--- config.mk ---
export PLATFORM = sky130hd
export DESIGN_NAME = countdown_timer
export DESIGN_NICKNAME = d
export VERILOG_FILES = /design/src/rtl/countdown_timer.sv
export SDC_FILE = /design/constraint.sdc
export NUM_CORES = 1
export LEC_CHECK = 0
export ABC_CLOCK_PERIOD_IN_PS = 1460
export CORE_ASPECT_RATIO = 0.75
export CORE_MARGIN = 1
export CORE_UTILIZATION = 39
export CTS_CLUSTER_SIZE = 16
export DETAILED_ROUTE_END_ITERATION = 6
export PLACE_DENSITY_LB_ADDON = 0.25
export SETUP_SLACK_MARGIN = 0.1
export SLEW_MARGIN = 20
export SYNTH_ARGS = -nofsm -noshare
export SYNTH_HDL_FRONTEND = slang
export SYNTH_SLANG_ARGS = --single-unit
--- constraint.sdc ---
create_clock -name clk -period 1.46 [get_ports clk]
set_input_delay 0.146 -clock clk [delete_from_list [all_inputs] [get_ports clk]]
set_output_delay 0.146 -clock clk [all_outputs]
set_load 0.005 [all_outputs]
--- src/rtl/countdown_timer.sv ---
// Loadable down-counter with a single-cycle expiry pulse and optional
// auto-reload for periodic tick generation.
module countdown_timer #(
  parameter int COUNT_WIDTH = 8,
  parameter int AUTO_RELOAD = 0
) (
  input  logic                   clk,
  input  logic                   rst,
  input  logic                   load,
  input  logic [COUNT_WIDTH-1:0] load_value,
  input  logic                   en,
  input  logic                   stop,
  output logic [COUNT_WIDTH-1:0] count,
  output logic                   busy,
  output logic                   done
);

  typedef enum logic [1:0] {
    IDLE   = 2'd0,
    RUN    = 2'd1,
    EXPIRE = 2'd2
  } state_t;

  localparam logic [COUNT_WIDTH-1:0] ONE = COUNT_WIDTH'(1);
  localparam bit RELOAD_EN = (AUTO_RELOAD != 0);

  state_t                 state_q, state_nxt;
  logic [COUNT_WIDTH-1:0] count_q, count_nxt;
  logic [COUNT_WIDTH-1:0] reload_q, reload_nxt;
  logic                   expiry;

  // Saturating decrement: never wraps below zero.
  function automatic logic [COUNT_WIDTH-1:0] dec_sat(input logic [COUNT_WIDTH-1:0] v);
    return (v == '0) ? '0 : v - ONE;
  endfunction

  // Value taken on the expiring edge: back to the start value or parked at zero.
  function automatic logic [COUNT_WIDTH-1:0] expiry_value(input logic [COUNT_WIDTH-1:0] rl);
    return RELOAD_EN ? rl : '0;
  endfunction

  assign expiry = en && (count_q == ONE);

  always_ff @(posedge clk or negedge rst) begin
    if (!rst) begin
      state_q  <= IDLE;
      count_q  <= '0;
      reload_q <= '0;
    end else begin
      state_q  <= state_nxt;
      count_q  <= count_nxt;
      reload_q <= reload_nxt;
    end
  end

  always_comb begin
    state_nxt  = state_q;
    count_nxt  = count_q;
    reload_nxt = reload_q;
    if (load) begin
      reload_nxt = load_value;
      count_nxt  = load_value;
      state_nxt  = (load_value != '0) ? RUN : IDLE;
    end else if (stop && (state_q != IDLE)) begin
      state_nxt = IDLE;
    end else begin
      unique case (state_q)
        IDLE: begin
          state_nxt = IDLE;
        end
        RUN: begin
          if (expiry) begin
            count_nxt = expiry_value(reload_q);
            state_nxt = EXPIRE;
          end else if (en) begin
            count_nxt = dec_sat(count_q);
          end
        end
        EXPIRE: begin
          // One-shot mode parks at zero; periodic mode keeps counting from here.
          if (!RELOAD_EN) begin
            state_nxt = IDLE;
          end else if (expiry) begin
            count_nxt = expiry_value(reload_q);
            state_nxt = EXPIRE;
          end else begin
            if (en) count_nxt = dec_sat(count_q);
            state_nxt = RUN;
          end
        end
        default: begin
          state_nxt = IDLE;
        end
      endcase
    end
  end

  assign count = count_q;
  assign busy  = (state_q != IDLE);
  assign done  = (state_q == EXPIRE);

endmodule

==> reports/results.tsv <==
metric	value	unit
hold_viol_final	0	
holdWs	0.196	ns
reg2reg_slack	-0.05	ns
critPathLaunchType	register	
fin_crit	1.51	ns
cts_tree	built	
core	1560	um^2
rows	12	
antenna_found_initial	0	
h-tree-depth	1	
syn_inst	74	
fin_nets	134	
io_buffers	22	
viasPerCell	5.91	
synth.net_count	89	
relSlewSlack	0.689	
cts_hold_buf	0	
worstMarginPinSlew	0.465	ns
drc	0	
arrival	1.65	ns
drv_slew	0	
tns	-0.0563	ns
fill_cells	110	
fp.dieArea	1940	um^2
critPathSlowestCell	dfrtp_2	
status	finished with violations	
cts_max_path_buffers	2	
ir_worst_vdd	0.480	mV
antenna_cells	0	
die_y	38.4	um
synthToLayoutAreaGrowth	73.6	%
grt.overflow.total	0	
grt_max_degree	13	
cp_cell_sequence	inv_2, ha_4, nand4b_4, mux2_4, mux2_2	
clk_pin_slew	0.06	ns
wl_per_cell	17.0	um
initial_utilization	0.442	
dieWidth	50.6	um
avgSynthCellArea	9.33	um^2
worstPathMaxFanout	4	
p_leak	0.543	nW
grt_pass1_vias	762	
fin_ws	-0.0462	ns
grt_pass1_wl	3530	um
first_iter_violations	21	
dp_hpwl	1560	um
crit_path_max_incr_delay	0.45	ns
violations	negative setup slack	
criticalPathCategory	register to register	
fin_crit_sh	1.03	
required	1.61	ns
io_pins	23	
syn_area	691	um^2
setup_viol	3	
maxCapViolations	0	
hold_class	input port to async pin	
finalClockSkew	0.00565	ns
synthDistinctLibCells	33	
final_cell_mix	16 x buf_4, 14 x clkdlybuf4s50_1, 10 x nand2_1	
vias	816	
finalPower	885	uW
ant_nets	0	
gp_congestion	0.823	
drt_first_pass_iters	4	
final_common_cell	buf_4	
ys_seq_area_frac	0.362	
wirelength	2350	um
cp-end-kind	register	
fmax	664	MHz
cellPowerDensity	738	nW/um^2
cts_sinks	10	
cts_inserted_buffers	3	
rsz0062_at_grt	yes	
drive_above_1_share	0.419	
yosysWarningCount	0	
ys_ff_latch	10	
cts_root_buf	clkbuf_4	
grt_util_all_layers	0.272	
insertion_delay	0.27	ns
critical path, delay by kind of cell (launching register included):
kind                     cells  cell delay [ns]
adder cells (fa/ha/maj)      1             0.17
buffers and inverters        1             0.10
flip-flops                   1             0.45
multiplexers                 2             0.56
AND/OR/NAND/NOR              1             0.10
per-stage QoR:
| stage | std cells | setup WS (ns) | instance area [um^2] | utilization |
|---|---|---|---|---|
| final | 138 | -0.0462 | 1200 | 0.768 |
| after global routing | 138 | -0.0706 | 1200 | 0.768 |
| after CTS | 137 | -0.0357 | 1140 | 0.732 |
| after detailed placement | 130 | -0.273 | 1040 | 0.667 |
| after global placement | 130 | -0.228 | 1040 | 0.667 |
| after floorplan | 74 | -0.0514 | 693 | - |
kinds of logic (layout without fill, tap and decap cells):
kind of cell / count (synthesis) / count (layout) / synth area share
mux: 4 / 4 / 0.0670
simple gates: 37 / 37 / 0.351
flops: 10 / 10 / 0.362
compound gates: 16 / 16 / 0.145
fa+ha+maj: 2 / 2 / 0.0362
buf+inv: 5 / 48 / 0.0381
repair_timing:
item,4_1_cts,5_1_grt
gates resized for setup,26,10
hold endpoints to repair,0,0
buffers inserted,4,1
endpoints found under the setup margin,15,13
gates cloned,0,0
pin swaps,7,1
final timing paths:
kind / startpoint / endpoint / cells after the start
setup / recovery: count[0] / count[6] / 5
hold / removal: rst / state_q[0] / 1
setup reg to reg: count[0] / count[6] / 5
hold reg to reg: state_q[0] / state_q[1] / 2
max in group asynchronous: rst / count[0] / 1
min in group clk: load_value[0] / count[0] / 3
routing by layer:
layer	global-route usage	routed length (um)
met2	0.433	1090
met1	0.323	971
met5	0	0
met3	0.0873	220
met4	0.174	65
cells in the mapped netlist (all sizes together):
cell / instances / area [um^2]
dfrtp: 10 / 250
nand2: 10 / 37.5
nor2: 7 / 26.3
o21ai: 5 / 25.0
nor3: 4 / 41.3
a21oi: 3 / 15.0
nor4: 3 / 18.8
a31oi: 2 / 12.5
and3: 2 / 15.0
clkbuf: 2 / 7.51
ha: 2 / 25.0
inv: 2 / 7.51
mux2: 2 / 26.3
mux2i: 2 / 20.0
nand3: 2 / 10.0
nor2b: 2 / 12.5
o31ai: 2 / 15.0
a21o: 1 / 7.51
a22o: 1 / 8.76
a22oi: 1 / 7.51
a41oi: 1 / 8.76
and2b: 1 / 8.76
and4bb: 1 / 12.5
buf: 1 / 11.3
nand4: 1 / 6.26
nand4b: 1 / 23.8
nand4bb: 1 / 11.3
nor3b: 1 / 12.5
or2: 1 / 6.26
area by class of cell:
class,instances,area [um^2],area share
Clock buffer,3,22.5,0.0188
Inverter,2,7.51,0.00626
Multi-Input combinational cell,59,497,0.414
Sequential cell,10,251,0.210
Tap cell,21,26.3,0.0219
Timing Repair Buffer,43,394,0.329
sequential cells by signal, summed over array words and instances (netlist names):
register	cells
count	8
state_q	2
power breakdown:
part           total [mW]  switching (mW)  internal, mW
clock               0.188          0.0929        0.0952
sequential          0.339          0.0372         0.302
combinational       0.358           0.156         0.202
Note: power is estimated with default switching activity, not from simulation.
